<file path="src/rtl/ps2_scancode_rx.sv">
// ps2_scancode_rx: PS/2 keyboard receiver presenting make codes with a 1-cycle valid strobe.
// Define PS2_BREAK_REPORT_EN to also report F0-prefixed break codes on key_release.
module ps2_scancode_rx #(
  parameter int SYNC_STAGES    = 2,
  parameter int TIMEOUT_CYCLES = 50000
) (
  input  logic       clk,
  input  logic       rst,
  input  logic       key_clk,
  input  logic       key_data,
  output logic [7:0] keyboard,
  output logic       valid,
  output logic       extended,
`ifdef PS2_BREAK_REPORT_EN
  output logic       key_release,
`endif
  output logic       frame_err
);
  localparam int TW = $clog2(TIMEOUT_CYCLES + 1);
  typedef enum logic [1:0] {IDLE, SHIFT, PARITY, STOP} state_t;
  state_t state_q, state_d;
  logic [SYNC_STAGES-1:0] kc_q, kd_q;
  logic kc_prev_q;
  logic [7:0] sr_q, sr_d, kb_q, kb_d;
  logic [2:0] cnt_q, cnt_d;
  logic [TW-1:0] tmo_q, tmo_d;
  logic par_q, par_d, ext_q, ext_d, brk_q, brk_d;
  logic valid_q, valid_d, xt_q, xt_d, err_q, err_d;
  logic fall, din, timeout;
`ifdef PS2_BREAK_REPORT_EN
  logic rel_q, rel_d;
  assign key_release = rel_q;
`endif
  assign fall     = kc_prev_q & ~kc_q[SYNC_STAGES-1];
  assign din      = kd_q[SYNC_STAGES-1];
  assign timeout  = (state_q != IDLE) && (tmo_q == TW'(TIMEOUT_CYCLES - 1));
  assign keyboard = kb_q;
  assign valid    = valid_q;
  assign extended = xt_q;
  assign frame_err = err_q;
  always_comb begin
    state_d = state_q;
    sr_d    = sr_q;
    cnt_d   = cnt_q;
    par_d   = par_q;
    ext_d   = ext_q;
    brk_d   = brk_q;
    kb_d    = kb_q;
    xt_d    = xt_q;
    valid_d = 1'b0;
    err_d   = 1'b0;
`ifdef PS2_BREAK_REPORT_EN
    rel_d   = rel_q;
`endif
    tmo_d   = (state_q == IDLE || fall || timeout) ? '0 : tmo_q + 1'b1;
    if (timeout) begin
      // a stalled partial frame wins over an edge landing in the same cycle
      state_d = IDLE;
      err_d   = 1'b1;
      ext_d   = 1'b0;
      brk_d   = 1'b0;
    end else if (fall) begin
      case (state_q)
        IDLE: begin
          err_d   = din;
          state_d = din ? IDLE : SHIFT;
          cnt_d   = 3'd0;
        end
        SHIFT: begin
          sr_d    = {din, sr_q[7:1]};
          cnt_d   = cnt_q + 3'd1;
          state_d = (cnt_q == 3'd7) ? PARITY : SHIFT;
        end
        PARITY: begin
          par_d   = din;
          state_d = STOP;
        end
        STOP: begin
          state_d = IDLE;
          if (!din || !(^sr_q ^ par_q)) begin
            err_d = 1'b1;
            ext_d = 1'b0;
            brk_d = 1'b0;
          end else if (sr_q == 8'hE0) begin
            ext_d = 1'b1;
          end else if (sr_q == 8'hF0) begin
            brk_d = 1'b1;
          end else begin
            ext_d = 1'b0;
            brk_d = 1'b0;
`ifdef PS2_BREAK_REPORT_EN
            valid_d = 1'b1;
            kb_d    = sr_q;
            xt_d    = ext_q;
            rel_d   = brk_q;
`else
            valid_d = !brk_q;
            kb_d    = brk_q ? kb_q : sr_q;
            xt_d    = brk_q ? xt_q : ext_q;
`endif
          end
        end
        default: state_d = IDLE;
      endcase
    end
  end
  always_ff @(posedge clk or negedge rst) begin
    if (!rst) begin
      kc_q      <= '1;
      kd_q      <= '1;
      kc_prev_q <= 1'b1;
      state_q   <= IDLE;
      sr_q      <= '0;
      cnt_q     <= '0;
      par_q     <= 1'b0;
      tmo_q     <= '0;
      ext_q     <= 1'b0;
      brk_q     <= 1'b0;
      kb_q      <= '0;
      xt_q      <= 1'b0;
      valid_q   <= 1'b0;
      err_q     <= 1'b0;
`ifdef PS2_BREAK_REPORT_EN
      rel_q     <= 1'b0;
`endif
    end else begin
      kc_q      <= {kc_q[SYNC_STAGES-2:0], key_clk};
      kd_q      <= {kd_q[SYNC_STAGES-2:0], key_data};
      kc_prev_q <= kc_q[SYNC_STAGES-1];
      state_q   <= state_d;
      sr_q      <= sr_d;
      cnt_q     <= cnt_d;
      par_q     <= par_d;
      tmo_q     <= tmo_d;
      ext_q     <= ext_d;
      brk_q     <= brk_d;
      kb_q      <= kb_d;
      xt_q      <= xt_d;
      valid_q   <= valid_d;
      err_q     <= err_d;
`ifdef PS2_BREAK_REPORT_EN
      rel_q     <= rel_d;
`endif
    end
  end
endmodule

</file>
<file path="config.mk">
export PLATFORM = sky130hd
export DESIGN_NAME = ps2_scancode_rx
export DESIGN_NICKNAME = d
export VERILOG_FILES = /design/src/rtl/ps2_scancode_rx.sv
export SDC_FILE = /design/constraint.sdc
export NUM_CORES = 1
export LEC_CHECK = 0
export ABC_AREA = 1
export BUFFER_PORTS_ARGS = -buffer_cell sky130_fd_sc_hd__buf_2
export CAP_MARGIN = 10
export CORE_ASPECT_RATIO = 0.9
export CORE_MARGIN = 1
export CORE_UTILIZATION = 55
export CTS_CLUSTER_SIZE = 14
export DETAILED_ROUTE_END_ITERATION = 10
export MAX_ROUTING_LAYER = met4
export PLACE_DENSITY = 0.85
export SETUP_SLACK_MARGIN = 0.3
export SYNTH_ARGS = -nofsm -noshare
export SYNTH_HDL_FRONTEND = slang
export SYNTH_SLANG_ARGS = --single-unit
</file>
<file path="constraint.sdc">
create_clock -name clk -period 2.5 [get_ports clk]
set_clock_uncertainty 0.2 [all_clocks]
set_input_delay 0.75 -clock clk [delete_from_list [all_inputs] [get_ports clk]]
set_output_delay 0.75 -clock clk [all_outputs]
set_load 0.03 [all_outputs]
</file>
== Yosys cells after proc, flatten, opt, wreduce, memory -nomap -nowiden ==
Cells that the tools add are included.

* Flip-flop bits (word level): 48
* Input port bits: 4

* Reductions and logical operators: 19
* Bitwise operators: 8
* Multiplexer cells: 29
* Eq/ne operators: 9
* Add/subtract/negate cells: 2

{| class="wikitable"
|+ Operators by type and width
! kind !! number
|-
| 1-bit two-way mux || 22
|-
| 16-bit by 1-bit adder with 16-bit output (second input constant) || 1
|-
| 16-bit equality test (second input constant) || 1
|-
| 8-bit equality test (second input constant) || 2
|-
| 16-bit two-way mux || 1
|-
| 3-bit AND reduction || 5
|-
| 2-bit case mux with 4 select lines || 1
|-
| 2-bit nonzero test || 4
|-
| 8-bit XOR reduction || 1
|-
| 7-bit AND reduction || 1
|-
| 2-bit two-way mux || 3
|-
| 1-bit NOT || 6
|-
| 3-bit case mux with 2 select lines || 1
|-
| 2-bit equality test (second input constant) || 2
|-
| 4-bit != test (second input constant) || 1
|-
| 3-bit by 1-bit adder with 3-bit output (second input constant) || 1
|-
| 3-bit equality test (second input constant) || 1
|-
| 1-bit logical NOT || 3
|-
| 1-bit logical OR || 3
|-
| 3-bit != test (second input constant) || 1
|-
| 2-bit by 1-bit equality test with 1-bit output (second input constant) || 1
|-
| 2-bit logical NOT || 1
|-
| 1-bit case mux with 2 select lines || 1
|-
| 1-bit bitwise AND || 1
|-
| 2 further kinds || 2
|}

== Longest topological paths before layout ==
Gate-level depths: netlist of run 1.

* Depth after elaboration: 8
* Depth in mapped cells: 15
* Depth with buffers taken out: 15

== Worst setup path before layout of run 1 ==
Ideal clock, no wire load.

* Kind: reg-to-reg
* From: register sr_q[4]
* To: register kb_q[6] (netlist: keyboard[6])
* Path slack: 0.637 ns
* Library setup time: 0.119 ns
* Cell stages (with the launch flop): 12
* Buffers on the path: 1
* Data required time: 2.181 ns
* Arrival: 1.544 ns
* Cells stage by stage: dfrtp_1 > inv_1 > ha_1 > xor2_1 > nand3_1 > nand2_1 > nand2_1 > inv_1 > nand2_4 > buf_6 > nand2_1 > o21ai_2

* Word-level cells in the longest chain between the ends: 6

{| class="wikitable"
|+ RTL lines
! item !! RTL line !! source
|-
| from (decl) || 24 || <nowiki>logic [7:0] sr_q, sr_d, kb_q, kb_d;</nowiki>
|-
| from (signal assigned) || 131 || <nowiki>sr_q <= sr_d;</nowiki>
|-
| 8-bit XOR reduction || 80 || <nowiki>if (!din || !(^sr_q ^ par_q)) begin</nowiki>
|-
| 1-bit XOR || 80 ||
|-
| 1-bit logical NOT || 80 ||
|-
| 1-bit logical OR || 80 ||
|-
| 1-bit NOT (no line) || -- ||
|-
| 7-bit AND reduction (no line) (*) || -- ||
|-
| to (signal assigned) || 137 || <nowiki>kb_q <= kb_d;</nowiki>
|-
| to (decl) || 24 ||
|}

Every way passes the cells marked *; elsewhere a longest branch is shown, timed or not.
A chain may end at the register's enable or synchronous reset.

== Final worst setup path of run 1 ==
* From: register sr_q[4]
* To: register kb_q[1] (netlist: keyboard[1])

Same word-level chain as after synthesis.

==> impl_metrics.xml, run 1 <==
<?xml version="1.0" encoding="UTF-8"?>
<metrics>
  <group name="logic_synthesis">
    <metric name="syn_avg_cell_area" unit="um2">8.60</metric>
    <metric name="syn-num-nets" unit="">295</metric>
    <metric name="register_bit_total_from_synthesis" unit="">48</metric>
    <metric name="synth_common_cells" unit="">nand2_1 (60), dfrtp_1 (43), inv_1 (40)</metric>
    <metric name="synth_top_cells_by_area" unit="">dfrtp_1 (45%), nand2_1 (9.4%), ha_1 (6.3%)</metric>
    <metric name="synth_ff_type" unit="">dfrtp_1</metric>
    <metric name="synth_top_area_frac" unit="">0.449</metric>
    <metric name="ys_warn_count" unit="">0</metric>
    <metric name="synth_cells" unit="">279</metric>
    <metric name="seq_area_frac_synth" unit="">0.503</metric>
    <metric name="syn_area" unit="um2">2400</metric>
    <metric name="asyncSetResetFlopFracSynth" unit="">1.00</metric>
    <metric name="yosys.cell_types.count" unit="">30</metric>
    <metric name="synth_area_leader_cell" unit="">dfrtp_1</metric>
    <metric name="number_of_enable_flip_flop_cells_after_synthesis" unit="">0</metric>
    <metric name="synth.most_common_cell" unit="">nand2_1</metric>
  </group>
  <group name="power">
    <metric name="power.clock.fraction" unit="">0.342</metric>
    <metric name="cellLeakagePower" unit="uW">0.00129</metric>
    <metric name="total_power" unit="uW">2230</metric>
    <metric name="power_frac_comb" unit="">0.246</metric>
    <metric name="power.ir.vdd_worst" unit="mV">0.856</metric>
    <metric name="intPower" unit="uW">1550</metric>
    <metric name="flop_pwr_share" unit="">0.412</metric>
    <metric name="powerDensity" unit="nW/um2">821</metric>
    <metric name="switching_share" unit="">0.304</metric>
    <metric name="power.switching" unit="uW">678</metric>
  </group>
  <group name="detailed_routing">
    <metric name="route.detailed.drc" unit="">0</metric>
    <metric name="detailedRoute.firstPassIterationCount" unit="">4</metric>
    <metric name="drt-wirelength-per-cell" unit="um">12.7</metric>
    <metric name="detailedRoute.firstIterationViolations" unit="">187</metric>
    <metric name="via_density_per_instance" unit="">5.40</metric>
    <metric name="finalWirelength" unit="mm">4.45</metric>
    <metric name="via_count" unit="">1890</metric>
    <metric name="route.antenna.remaining_nets" unit="">0</metric>
  </group>
  <group name="sta">
    <metric name="fin_setup_tns" unit="ps">0</metric>
    <metric name="grt_setup_unrepaired" unit="">false</metric>
    <metric name="finalHoldViolations" unit="">0</metric>
    <metric name="crit_path_time_final" unit="ps">2010</metric>
    <metric name="slew_violations" unit="">0</metric>
    <metric name="report.final.setup_viol" unit="">0</metric>
    <metric name="maxClockFrequency" unit="MHz">497</metric>
    <metric name="relative_slew_slack" unit="">0.692</metric>
    <metric name="tightestPinTransition" unit="ps">457</metric>
    <metric name="final.hold.worst_slack" unit="ps">159</metric>
    <metric name="timing.final.crit_share" unit="">0.804</metric>
  </group>
  <group name="global_routing">
    <metric name="wire_length_of_the_first_global_routing_pass" unit="mm">7.49</metric>
    <metric name="largest_net_degree_at_the_start_of_global_routing" unit="">31</metric>
    <metric name="grt_pass1_vias" unit="">1715</metric>
    <metric name="global_route_total_overflow" unit="">0</metric>
    <metric name="grt_use_total" unit="">0.216</metric>
    <metric name="antenna_found_initial" unit="">0</metric>
  </group>
  <group name="cts">
    <metric name="cts_made_buffers" unit="">5</metric>
    <metric name="numClockSinks" unit="">48</metric>
    <metric name="clockRootBuffer" unit="">clkbuf_8</metric>
    <metric name="clk_latency" unit="ps">310</metric>
    <metric name="htree_num_levels" unit="">2</metric>
    <metric name="tritoncts" unit="">yes</metric>
    <metric name="ctsLongestPathBuffers" unit="">2</metric>
    <metric name="clkSlewWorstSetupHoldPaths" unit="ps">90</metric>
  </group>
  <group name="setup_path">
    <metric name="critical_path_buf_inv_count" unit="">2</metric>
    <metric name="critPathTopFamily" unit="">simple AND/OR/NAND/NOR gates</metric>
    <metric name="crit_chain" unit="">inv_1, ha_1, xor2_2, nand3_1, nand2_1, nand2_1, inv_2, nand2_2, nand2_1, o21ai_0</metric>
    <metric name="timing.critical_path.arrival" unit="ps">2010</metric>
    <metric name="cp.required" unit="ps">2500</metric>
    <metric name="critical_path_class" unit="">flip-flop to flip-flop</metric>
    <metric name="worst_r2r_path_depth" unit="">10</metric>
    <metric name="cp-start-kind" unit="">flip-flop</metric>
    <metric name="cp_max_fo" unit="">9</metric>
    <metric name="slowest_delay" unit="ps">390</metric>
    <metric name="critical_path.most_common_cell" unit="">nand2_1</metric>
    <metric name="cp.depth" unit="">10</metric>
    <metric name="critical_path.endpoint_type" unit="">flip-flop</metric>
    <metric name="cp_slowest_cell" unit="">dfrtp_1</metric>
  </group>
  <group name="cells_and_area">
    <metric name="diodes" unit="">0</metric>
    <metric name="post_route_cells_drive_above_1_share" unit="">0.159</metric>
    <metric name="finish.utilization" unit="">0.658</metric>
    <metric name="layout-area-overhead-vs-synth" unit="%">13.2</metric>
    <metric name="layout.cell_area.non_filler" unit="um2">2720</metric>
    <metric name="n_fill_cell" unit="">326</metric>
    <metric name="finish.net_count" unit="">317</metric>
  </group>
  <group name="place">
    <metric name="place.port_buffers" unit="">14</metric>
    <metric name="postPlaceCellArea" unit="um2">2530</metric>
    <metric name="final_gp_congestion" unit="">0.895</metric>
    <metric name="detailedPlacementHpwl" unit="mm">3.12</metric>
  </group>
  <group name="die">
    <metric name="fp.dieW" unit="um">71.6</metric>
    <metric name="initial_utilization" unit="">0.581</metric>
    <metric name="design.portCount" unit="">15</metric>
    <metric name="dieArea" unit="um2">4630</metric>
    <metric name="y_dimension_of_the_die" unit="um">64.7</metric>
    <metric name="core-area" unit="um2">4130</metric>
    <metric name="std_cell_rows" unit="">22</metric>
  </group>
  <group name="outcome">
    <metric name="outcome" unit="">finished clean</metric>
  </group>
  <group name="min_path">
    <metric name="whs_path_depth" unit="">0</metric>
    <metric name="min-delay-path-class" unit="">flip-flop to flip-flop</metric>
  </group>
  <group name="flow_run">
    <metric name="maxCapViolations" unit="">0</metric>
  </group>
</metrics>
cell usage in the layout (no fill, tap or decap), drive strengths merged:
master	count
dfrtp	43
nor4	2
nor3b	1
a21oi	8
buf	17
nand3	22
dfstp	5
nor2	33
o211ai	2
xor2	2
a31oi	1
nand4	4
nor3	8
xnor2	1
inv	41
ha	12
nand2	63
mux2i	1
bufinv	3
clkbuf	5
o21ai	27
nand3b	1
area by class of cell:
cell class              count  area (um2)  area share
flip-flops and latches     48        1210       0.445
multi-input cells         188        1030       0.379
inverters                  41         154      0.0567
repair buffers             17         105      0.0387
clock inverters             3        90.1      0.0332
clock buffers               5        68.8      0.0253
well taps                  48        60.1      0.0221
cells by family after synthesis:
logic type,synth area share
AOI/OAI and AO/OA,0.0835
xor gates and xnor gates,0.0110
DFF,0.503
adders and majority gates,0.0626
and+or+nand+nor,0.262
muxes,0.00417
buffers and inverters,0.0730
metrics by stage:
step                      std cells  setup WS (ps)
after floorplan                 279            637
after detailed placement        340            487
after global placement          340            566
after CTS                       348            453
after global routing            350            293
final                           350            490
sequential cells by signal (all words and copies together), names as in the netlist, 2 cells and up:
name / count
sr_q: 8
tmo_q: 16
state_q: 2
kc_q: 2
keyboard: 8
cnt_q: 3
kd_q: 2
worst paths after layout:
kind | to | slack (ps) | start
worst max-delay path | keyboard[1] | 490 | sr_q[4]
worst min-delay path | kd_q[1] | 160 | kd_q[0]
worst max register to register | keyboard[1] | 490 | sr_q[4]
worst min register to register | kd_q[1] | 160 | kd_q[0]
max in group asynchronous | tmo_q[7] | 1430 | rst
min in group asynchronous | sr_q[6] | 170 | rst
power by group through the flow:
stage | combinational (uW) | clock (uW) | sequential (uW)
finish | 549 | 762 | 918
global route | 649 | 801 | 928
CTS | 500 | 771 | 918
detailed placement | 483 | 0 | 932
global placement | 458 | 0 | 926
floorplan | 377 | 0 | 920
what timing repair did:
action | CTS | global route
hold buffers | 0 | 0
hold endpoints to repair | 0 | 0
resized for setup | 0 | 3
endpoints found under the setup margin | 0 | 10
setup buffers | 0 | 1
worst reg2reg max path, cell delays in order (launching register included):
cell,delay [ps]
dfrtp_1,390
inv_1,80
ha_1,330
xor2_2,190
nand3_1,100
nand2_1,130
nand2_1,100
inv_2,110
nand2_2,130
nand2_1,80
o21ai_0,70
layer usage:
layer,up-vias,part of all wire,global-route usage
li1,939,-,-
met3,7,0.056,0.0389
met4,0,0.015,0.0882
met2,59,0.46,0.311
met5,-,0,-
met1,885,0.47,0.304
Power figures use the tool's default switching activity.
==> run 2, diff against run 1 <==
- clock period: 2.5 -> 2.1 ns (I/O delays scaled with it)
==> run 2 against run 1 <==
Against the previous run: design area grew 19%; sequential cell count is the same; clock power shrank 22%; hold slack lost 88 ps; sequential power grew 20%; setup slack lost 380 ps; utilization grew 13 points; sequential share of layout area shrank 7.3 points; first-iteration DRC count grew 58%; non-clock buffer count grew 34; routed wire length grew 62%; global-route usage grew 8.6 points; critical endpoint is now brk_q; largest power group is now combinational cells.
==> impl_metrics.xml, run 2 (same netlist as run 1, synthesis figures left out) <==
<?xml version="1.0" encoding="UTF-8"?>
<metrics>
  <group name="cells_and_area">
    <metric name="finish.net_count" unit="">354</metric>
    <metric name="layout-area-overhead-vs-synth" unit="%">35.3</metric>
    <metric name="post_route_cells_drive_above_1_share" unit="">0.378</metric>
    <metric name="multi_input_area" unit="um2">1320</metric>
    <metric name="final_cell_mix" unit="">nand2_1 (48), dfrtp_1 (43), inv_1 (31)</metric>
    <metric name="registers.top_by_ff_count" unit="">tmo_q</metric>
    <metric name="layout.area.seq" unit="um2">1210</metric>
    <metric name="finish.utilization" unit="">0.786</metric>
    <metric name="n_fill_cell" unit="">231</metric>
    <metric name="largest_reg_flops" unit="">16</metric>
    <metric name="layout_commonest_cell" unit="">nand2_1</metric>
    <metric name="layout.cell_area.non_filler" unit="um2">3240</metric>
    <metric name="diodes" unit="">0</metric>
  </group>
  <group name="cts">
    <metric name="htree_num_levels" unit="">2</metric>
    <metric name="postCtsHoldBufs" unit="">0</metric>
    <metric name="clkSlewWorstSetupHoldPaths" unit="ps">90</metric>
    <metric name="clk_latency" unit="ps">310</metric>
    <metric name="tritoncts" unit="">yes</metric>
    <metric name="numClockSinks" unit="">48</metric>
    <metric name="ctsLongestPathBuffers" unit="">2</metric>
    <metric name="cts_made_buffers" unit="">5</metric>
    <metric name="clockRootBuffer" unit="">clkbuf_8</metric>
  </group>
  <group name="detailed_routing">
    <metric name="detailedRoute.firstPassIterationCount" unit="">6</metric>
    <metric name="detailedRoute.firstIterationViolations" unit="">296</metric>
    <metric name="route.detailed.drc" unit="">0</metric>
    <metric name="via_density_per_instance" unit="">6.19</metric>
    <metric name="via_count" unit="">2397</metric>
    <metric name="route.antenna.remaining_nets" unit="">0</metric>
    <metric name="finalWirelength" unit="mm">7.22</metric>
    <metric name="drt-wirelength-per-cell" unit="um">18.7</metric>
  </group>
  <group name="power">
    <metric name="powerDensity" unit="nW/um2">933</metric>
    <metric name="power.ir.vdd_worst" unit="mV">0.548</metric>
    <metric name="cellLeakagePower" unit="uW">0.00152</metric>
  </group>
  <group name="setup_path">
    <metric name="cp.required" unit="ps">2150</metric>
    <metric name="worst_r2r_path_depth" unit="">12</metric>
    <metric name="critical_path_buf_inv_count" unit="">2</metric>
    <metric name="critical_path_class" unit="">flip-flop to flip-flop</metric>
    <metric name="cp_max_fo" unit="">3</metric>
    <metric name="critPathLaunch" unit="">sr_q[7]</metric>
    <metric name="critPathTopFamily" unit="">simple AND/OR/NAND/NOR gates</metric>
    <metric name="crit_chain" unit="">ha_4, inv_1, nand2_2, nand2_1, nand2_1, nand3_1, nand2_2, buf_6, nand3_2, nor2_1, nand3_1, nand2_1</metric>
    <metric name="cp_slowest_cell" unit="">dfrtp_1</metric>
    <metric name="critical_path.endpoint_type" unit="">flip-flop</metric>
    <metric name="slowest_delay" unit="ps">440</metric>
    <metric name="regToRegSetupSlack" unit="ps">110</metric>
    <metric name="critical_path.most_common_cell" unit="">nand2_1</metric>
    <metric name="reg2reg_from" unit="">sr_q[7]</metric>
    <metric name="reg2reg_to" unit="">brk_q</metric>
    <metric name="cp-start-kind" unit="">flip-flop</metric>
    <metric name="timing.critical_path.arrival" unit="ps">2040</metric>
  </group>
  <group name="die">
    <metric name="std_cell_rows" unit="">22</metric>
    <metric name="dieArea" unit="um2">4630</metric>
    <metric name="design.portCount" unit="">15</metric>
    <metric name="fp.dieW" unit="um">71.6</metric>
    <metric name="core-area" unit="um2">4130</metric>
    <metric name="y_dimension_of_the_die" unit="um">64.7</metric>
    <metric name="initial_utilization" unit="">0.581</metric>
  </group>
  <group name="sta">
    <metric name="relative_slew_slack" unit="">0.672</metric>
    <metric name="maxClockFrequency" unit="MHz">502</metric>
    <metric name="timing.final.crit_share" unit="">0.949</metric>
    <metric name="crit_path_time_final" unit="ps">1990</metric>
    <metric name="slew_violations" unit="">0</metric>
    <metric name="tightestPinTransition" unit="ps">492</metric>
    <metric name="grt_setup_unrepaired" unit="">true</metric>
    <metric name="finalHoldViolations" unit="">0</metric>
    <metric name="report.final.setup_viol" unit="">0</metric>
  </group>
  <group name="global_routing">
    <metric name="grt_use_total" unit="">0.302</metric>
    <metric name="grt_pass1_vias" unit="">2246</metric>
    <metric name="wire_length_of_the_first_global_routing_pass" unit="mm">10.4</metric>
    <metric name="global_route_total_overflow" unit="">0</metric>
    <metric name="global_routing_met3_resource_utilization" unit="">0.0622</metric>
    <metric name="largest_net_degree_at_the_start_of_global_routing" unit="">29</metric>
    <metric name="gr-usage-met1" unit="">0.387</metric>
    <metric name="gr-max-usage-layer" unit="">met2</metric>
    <metric name="antenna_found_initial" unit="">0</metric>
    <metric name="met2_usage" unit="">0.454</metric>
  </group>
  <group name="min_path">
    <metric name="min-delay-path-class" unit="">input pin to asynchronous set/reset pin</metric>
  </group>
  <group name="place">
    <metric name="final_gp_congestion" unit="">0.945</metric>
    <metric name="postPlaceCellArea" unit="um2">2680</metric>
    <metric name="place.port_buffers" unit="">14</metric>
    <metric name="detailedPlacementHpwl" unit="mm">3.38</metric>
  </group>
  <group name="flow_run">
    <metric name="maxCapViolations" unit="">0</metric>
  </group>
  <group name="outcome">
    <metric name="outcome" unit="">finished clean</metric>
  </group>
</metrics>
[run 2: routing by layer]
metal  share of wire  wire length (um)  vias up
met5               0                 0        -
met4           0.039               280        0
met3           0.083               599       48
met2            0.48              3480      160
met1            0.40              2870     1163
li1                -                 -     1026
[run 2: what timing repair did]
item / in CTS / in global routing
buffers inserted: 10 / 6
hold endpoints to repair: 0 / 0
resized for setup: 39 / 45
cloned: 3 / 1
pin swaps: 11 / 18
endpoints found under the setup margin: 29 / 42
[run 2: per-stage QoR]
step	setup WS (ps)	hold WS (ps)	setup TNS [ps]	total power, uW	cells
global placement	-75.1	146	-548	1730	359
finish	108	71.1	0	3030	387
CTS	245	80.7	0	2770	380
floorplan	306	134	0	1580	279
detailed placement	-193	147	-1890	1760	359
global route	7.02	105	0	3180	387
[run 2: area by class of cell]
| type | count | share of cell area |
|---|---|---|
| clock inverters | 2 | 0.00424 |
| inverters | 41 | 0.0528 |
| clock buffers | 6 | 0.0255 |
| repair buffers | 51 | 0.119 |
| flip-flops and latches | 48 | 0.372 |
| well taps | 48 | 0.0185 |
| multi-input cells | 191 | 0.408 |
[run 2: worst max path at each step]
stage	to	slack, ps	cells after the start
3_3_place_gp	state_q[1]	-80	8
2_1_floorplan	keyboard[6]	310	14
4_1_cts	extended	240	12
5_1_grt	brk_q	7	13
6_report	brk_q	110	12
3_5_place_dp	sr_q[3]	-190	8
[run 2: where the power goes]
part	switching [uW]	internal (uW)	leakage [uW]	total, uW
Clock	325	270	0.0000516	594
Combinational	811	519	0.000829	1330
Sequential	80.3	1020	0.000644	1100
Total	1220	1810	0.00152	3030
